$ cat src/rtl/jedro_1_mem_arbiter.sv
// Arbiter that lets the jedro_1 IFU and LSU share one single-port RAM.
// LSU wins conflicts unless IFU was denied MAX_STALL times in a row. Define
// JEDRO_1_MEM_ARB_STATS_EN to add the grant and conflict statistics counters.
module jedro_1_mem_arbiter #(
    parameter int ADDR_WIDTH = 32,
    parameter int DATA_WIDTH = 32,
    parameter int MAX_STALL  = 4
) (
    input  logic                    clk_i,
    input  logic                    rstn_i,
    input  logic                    ifu_req_i,
    input  logic [ADDR_WIDTH-1:0]   ifu_addr_i,
    output logic                    ifu_gnt_o,
    output logic                    ifu_rvalid_o,
    output logic [DATA_WIDTH-1:0]   ifu_rdata_o,
    input  logic                    lsu_req_i,
    input  logic                    lsu_we_i,
    input  logic [DATA_WIDTH/8-1:0] lsu_be_i,
    input  logic [ADDR_WIDTH-1:0]   lsu_addr_i,
    input  logic [DATA_WIDTH-1:0]   lsu_wdata_i,
    output logic                    lsu_gnt_o,
    output logic                    lsu_rvalid_o,
    output logic [DATA_WIDTH-1:0]   lsu_rdata_o,
    output logic                    ram_en_o,
    output logic                    ram_we_o,
    output logic [DATA_WIDTH/8-1:0] ram_be_o,
    output logic [ADDR_WIDTH-1:0]   ram_addr_o,
    output logic [DATA_WIDTH-1:0]   ram_wdata_o,
    input  logic [DATA_WIDTH-1:0]   ram_rdata_i
`ifdef JEDRO_1_MEM_ARB_STATS_EN
    ,
    output logic [31:0]             stat_ifu_gnt_o,
    output logic [31:0]             stat_lsu_gnt_o,
    output logic [31:0]             stat_conflict_o
`endif
);

    typedef enum logic [1:0] {
        OWN_IDLE = 2'd0,
        OWN_IFU  = 2'd1,
        OWN_LSU  = 2'd2
    } owner_e;

    owner_e     owner_r;
    owner_e     owner_next_s;
    logic [3:0] stall_cnt_r;
    logic       stall_hit_s;
    logic       ifu_win_s;
    logic       lsu_win_s;

    assign stall_hit_s = (stall_cnt_r >= 4'(MAX_STALL));

    // Grant selection; grants are forced low while reset is asserted
    always_comb begin
        ifu_win_s = 1'b0;
        lsu_win_s = 1'b0;
        if (!rstn_i) begin
            ifu_win_s = 1'b0;
            lsu_win_s = 1'b0;
        end else if (ifu_req_i && lsu_req_i) begin
            if (stall_hit_s) begin
                ifu_win_s = 1'b1;
            end else begin
                lsu_win_s = 1'b1;
            end
        end else if (ifu_req_i) begin
            ifu_win_s = 1'b1;
        end else if (lsu_req_i) begin
            lsu_win_s = 1'b1;
        end else begin
            ifu_win_s = 1'b0;
            lsu_win_s = 1'b0;
        end
    end

    assign ifu_gnt_o = ifu_win_s;
    assign lsu_gnt_o = lsu_win_s;

    // RAM request mux from the winner; fetches are always full-word reads
    always_comb begin
        ram_en_o    = 1'b0;
        ram_we_o    = 1'b0;
        ram_be_o    = '0;
        ram_addr_o  = '0;
        ram_wdata_o = '0;
        if (ifu_win_s) begin
            ram_en_o   = 1'b1;
            ram_be_o   = '1;
            ram_addr_o = ifu_addr_i;
        end else if (lsu_win_s) begin
            ram_en_o    = 1'b1;
            ram_we_o    = lsu_we_i;
            ram_be_o    = lsu_be_i;
            ram_addr_o  = lsu_addr_i;
            ram_wdata_o = lsu_wdata_i;
        end else begin
            ram_en_o = 1'b0;
        end
    end

    // Response owner state register
    always_ff @(posedge clk_i or negedge rstn_i) begin
        if (!rstn_i) begin
            owner_r <= OWN_IDLE;
        end else begin
            owner_r <= owner_next_s;
        end
    end

    // Owner of next cycle's RAM read data
    always_comb begin
        owner_next_s = OWN_IDLE;
        if (ifu_win_s) begin
            owner_next_s = OWN_IFU;
        end else if (lsu_win_s) begin
            owner_next_s = OWN_LSU;
        end else begin
            owner_next_s = OWN_IDLE;
        end
    end

    // Route RAM read data to the requester that owns this cycle's response
    always_comb begin
        ifu_rvalid_o = 1'b0;
        ifu_rdata_o  = '0;
        lsu_rvalid_o = 1'b0;
        lsu_rdata_o  = '0;
        case (owner_r)
            OWN_IFU: begin
                ifu_rvalid_o = 1'b1;
                ifu_rdata_o  = ram_rdata_i;
            end
            OWN_LSU: begin
                lsu_rvalid_o = 1'b1;
                lsu_rdata_o  = ram_rdata_i;
            end
            default: begin
                ifu_rvalid_o = 1'b0;
                lsu_rvalid_o = 1'b0;
            end
        endcase
    end

    // Consecutive IFU denial counter, saturating at 15
    always_ff @(posedge clk_i or negedge rstn_i) begin
        if (!rstn_i) begin
            stall_cnt_r <= 4'd0;
        end else if (ifu_req_i && !ifu_win_s) begin
            stall_cnt_r <= (stall_cnt_r == 4'd15) ? stall_cnt_r : stall_cnt_r + 4'd1;
        end else begin
            stall_cnt_r <= 4'd0;
        end
    end

`ifdef JEDRO_1_MEM_ARB_STATS_EN
    logic [31:0] stat_ifu_gnt_r;
    logic [31:0] stat_lsu_gnt_r;
    logic [31:0] stat_conflict_r;

    // Free-running wrapping grant and conflict counters
    always_ff @(posedge clk_i or negedge rstn_i) begin
        if (!rstn_i) begin
            stat_ifu_gnt_r  <= 32'd0;
            stat_lsu_gnt_r  <= 32'd0;
            stat_conflict_r <= 32'd0;
        end else begin
            stat_ifu_gnt_r  <= stat_ifu_gnt_r + 32'(ifu_win_s);
            stat_lsu_gnt_r  <= stat_lsu_gnt_r + 32'(lsu_win_s);
            stat_conflict_r <= stat_conflict_r + 32'(ifu_req_i & lsu_req_i);
        end
    end

    assign stat_ifu_gnt_o  = stat_ifu_gnt_r;
    assign stat_lsu_gnt_o  = stat_lsu_gnt_r;
    assign stat_conflict_o = stat_conflict_r;
`endif

endmodule

$ cat config.mk
export PLATFORM = sky130hd
export DESIGN_NAME = jedro_1_mem_arbiter
export DESIGN_NICKNAME = d
export VERILOG_FILES = /design/src/rtl/jedro_1_mem_arbiter.sv
export SDC_FILE = /design/constraint.sdc
export NUM_CORES = 1
export LEC_CHECK = 0
export ABC_AREA = 0
export CORE_AREA = 4 4 103 105
export CTS_CLUSTER_SIZE = 25
export DETAILED_ROUTE_END_ITERATION = 10
export DIE_AREA = 0 0 107 109
export RECOVER_POWER = 25
export REMOVE_ABC_BUFFERS = 1
export SYNTH_ARGS = -nofsm -noshare
export SYNTH_HDL_FRONTEND = slang
export SYNTH_SLANG_ARGS = --single-unit
$ cat constraint.sdc
create_clock -name clk_i -period 2.5 [get_ports clk_i]
set_clock_uncertainty 0.2 [all_clocks]
set_input_delay 0.5 -clock clk_i [delete_from_list [all_inputs] [get_ports clk_i]]
set_output_delay 0.5 -clock clk_i [all_outputs]
set_load 0.005 [all_outputs]
==> metrics.md <==
| Metric | Value |
|---|---|
| RePlAce Congestion | 0.795 |
| Yosys reg bits | 6 |
| H-tree Lvls | 1 |
| Starting Density | 13.8% |
| Input/output buffers | 274 |
| CP Capture Type | output pin |
| Number of global-route vias before repair | 2436 |
| Power density over cell area | 185 nW/µm² |
| Gr usage total | 14.6% |
| Slew Limit Fails | 0 |
| Routed wire length | 9.68 mm |
| Area after DPL | 4320 µm² |
| Drt first-iter violations | 64 |
| Via density per instance | 4.00 |
| Synth cell types | 24 |
| GRT overflow | 0 |
| Rows | 36 |
| Pleak | 2.05 nW |
| Clock sinks | 6 |
| Number of warning messages in the yosys log | 0 |
| Post-Syn Area | 1330 µm² |
| Internal Power | 0.000615 W |
| Worst slew pin tran | 493 ps |
| Syn_area_per_cell | 7.36 µm² |
| Crit start category | register |
| Height of the die | 109 µm |
| Wirelength per Cell | 16.1 µm |
| Max Cap Viol | 0 |
| Initial antenna violation count | 1 |
| Hpwl dp | 8.54 mm |
| Sw frac | 25.6% |
| Worst-Skew Late Latency | 220 ps |
| Clk buf depth | 2 |
| CTS Hold Buffers Added | 0 |
| Drt pass-1 iters | 4 |
| Post-DRT Antenna Nets | 0 |
| Worst Path Required | 1800 ps |
| CP arrival | 1750 ps |
| CTS clk-pin slew, worst paths | 30 ps |
| Setup CP Type | reg -> out |
| Post-Synthesis Cells | 181 |
| Clock network fraction of total power | 16.8% |
| FF-to-FF path depth | 4 |
| Peak supply drop | 0.000146 V |
| Residual DRC | 0 |
| RSZ-0062 raised after global routing | yes |
| Core footprint | 9640 µm² |
| Die X | 107 µm |
| Area growth syn-to-layout | 236% |
| Tmin final | 2450 ps |
| Hold Path Class | in -> async |
| Final instance area | 4470 µm² |
| CTS tree | yes |
| Die footprint | 11700 µm² |
| Io pins | 275 |
| Crit-path max FO | 11 |
| Global-route wire length before repair | 13.2 mm |
| Final Non-Filler Cells | 602 |
| Fin nets | 609 |
| CTS buffer count | 3 |
| Status | finished, final reports clean |
| Vias | 2406 |
| Ant diodes | 0 |
| Clk root buf | clkbuf_8 |
| Seq/Total Area, Yosys | 11.3% |
| DP Cell Count | 586 |
| Final Hold Viols | 0 |
| Endpoints failing setup | 0 |
| Reg power frac | 12.9% |
| # fillers | 1012 |
| Share of layout cells above drive strength 1 | 7.89% |
| Psw | 0.000211 W |
| Relative slew slack | 66.8% |
| Fin crit share | 97.9% |
| Largest net degree at the start of global routing | 34 |
| FMAX | 408 MHz |
| Combinational share of power | 70.3% |
cell families after synthesis:
family,share of synthesized area (%)
AND/OR/NAND/NOR,53.9
AO/OA/AOI/OAI,24.5
buffers and inverters,7.98
flip-flops,11.3
XOR/XNOR,0.657
multiplexers,0.751
adder cells (fa/ha/maj),0.939
path summary, 6_finish.rpt:
kind	slack, ps	endpoint	startpoint
max in group asynchronous	1770	owner_r[1]$_DFF_PN0_	rstn_i
min in group clk_i	400	stall_cnt_r[1]$_DFFE_PN0P_	stall_cnt_r[1]$_DFFE_PN0P_
hold / removal	150	stall_cnt_r[2]$_DFFE_PN0P_	rstn_i
setup / recovery	50	ram_addr_o[9]	stall_cnt_r[2]$_DFFE_PN0P_
setup reg to reg	920	stall_cnt_r[3]$_DFFE_PN0P_	stall_cnt_r[2]$_DFFE_PN0P_
hold reg to reg	400	stall_cnt_r[1]$_DFFE_PN0P_	stall_cnt_r[1]$_DFFE_PN0P_
cells in the final DEF (no fill, tap or decap), types with 2 or more instances in the layout:
master | Yosys | layout
nor2b_1 | 2 | 2
clkdlybuf4s50_1 | 0 | 203
buf_16 | 0 | 2
nor3_1 | 2 | 2
buf_12 | 0 | 7
buf_6 | 5 | 4
clkbuf_1 | 7 | 3
and2_1 | 97 | 97
dlymetal6s2s_1 | 0 | 6
nor2_1 | 6 | 6
nand3_1 | 2 | 2
dfrtp_1 | 6 | 6
dlygate4sd2_1 | 0 | 41
buf_2 | 4 | 2
buf_4 | 0 | 11
clkdlybuf4s15_1 | 0 | 19
a22o_1 | 32 | 32
clkbuf_8 | 0 | 3
o21a_1 | 4 | 4
clkbuf_2 | 0 | 2
layer usage:
metal	vias to the layer above	wire length [µm]	global-route usage, %
met5	-	8	0
met4	2	114	2.56
met3	8	1250	6.34
met2	166	5150	29.0
met1	1038	3160	14.1
li1	1192	-	-
metrics by stage:
step | total power [W] | util (%) | TNS (ps) | worst slack [ps] | hold WS, ps
final | 0.000826 | 46.4 | 0 | 51.7 | 146
after global routing | 0.000878 | 46.4 | -36.9 | -19.4 | 176
after CTS | 0.000838 | 46.1 | -0.255 | -0.255 | 136
after detailed placement | 0.000706 | 44.8 | -29750 | -471 | 397
after global placement | 0.000703 | 44.8 | -29060 | -456 | 367
after floorplan | 0.000232 | - | 0 | 402 | 4.41
synthesized netlist by cell type:
cell / n / area (µm²)
a22o_1: 32 / 280
a31oi_1: 1 / 6.26
and2_1: 97 / 607
and3_1: 1 / 6.26
and3_4: 1 / 11.3
buf_2: 4 / 20.0
buf_6: 5 / 56.3
clkbuf_1: 7 / 26.3
dfrtp_1: 6 / 150
ha_1: 1 / 12.5
inv_1: 1 / 3.75
mux2i_1: 1 / 10.0
nand2_1: 2 / 7.51
nand3_1: 2 / 10.0
nor2_1: 6 / 22.5
nor2_4: 1 / 11.3
nor2b_1: 2 / 12.5
nor3_1: 2 / 10.0
nor3b_1: 1 / 7.51
nor3b_2: 1 / 12.5
o21a_1: 4 / 30.0
o21ai_0: 1 / 5.00
o21ai_1: 1 / 5.00
xnor2_1: 1 / 8.76
repair_timing:
item | CTS | global route
resized for setup | 83 | 28
pin swaps | 3 | 3
setup buffers | 9 | 1
cloned | 2 | 1
setup endpoints to repair | 72 | 34
state kept, by name, summed over array words and instances (netlist names):
register / cells
owner_r: 2
stall_cnt_r: 4
power by group through the flow:
stage,logic (W),registers [W],clock network [W]
final,0.000581,0.000106,0.000139
after global routing,0.000624,0.000107,0.000146
after CTS,0.000590,0.000106,0.000142
after detailed placement,0.000598,0.000108,0
after global placement,0.000596,0.000107,0
after floorplan,0.000125,0.000107,0
layout make-up:
cell class / count / area (µm²) / share of cell area [%]
Clock buffer: 3 / 41.3 / 0.923
Inverter: 1 / 3.75 / 0.0839
Multi-Input combinational cell: 158 / 1090 / 24.3
Sequential cell: 6 / 150 / 3.36
Tap cell: 133 / 166 / 3.72
Timing Repair Buffer: 301 / 3020 / 67.6
critical path: stages, from the launching register on:
cell and delay, ps:
dfrtp_1 390, o21ai_2 160, and3_4 250, buf_6 140, buf_6 100, buf_12 110
a22o_1 130, dlygate4sd2_1 240
Note: power is estimated with default switching activity, not from simulation.
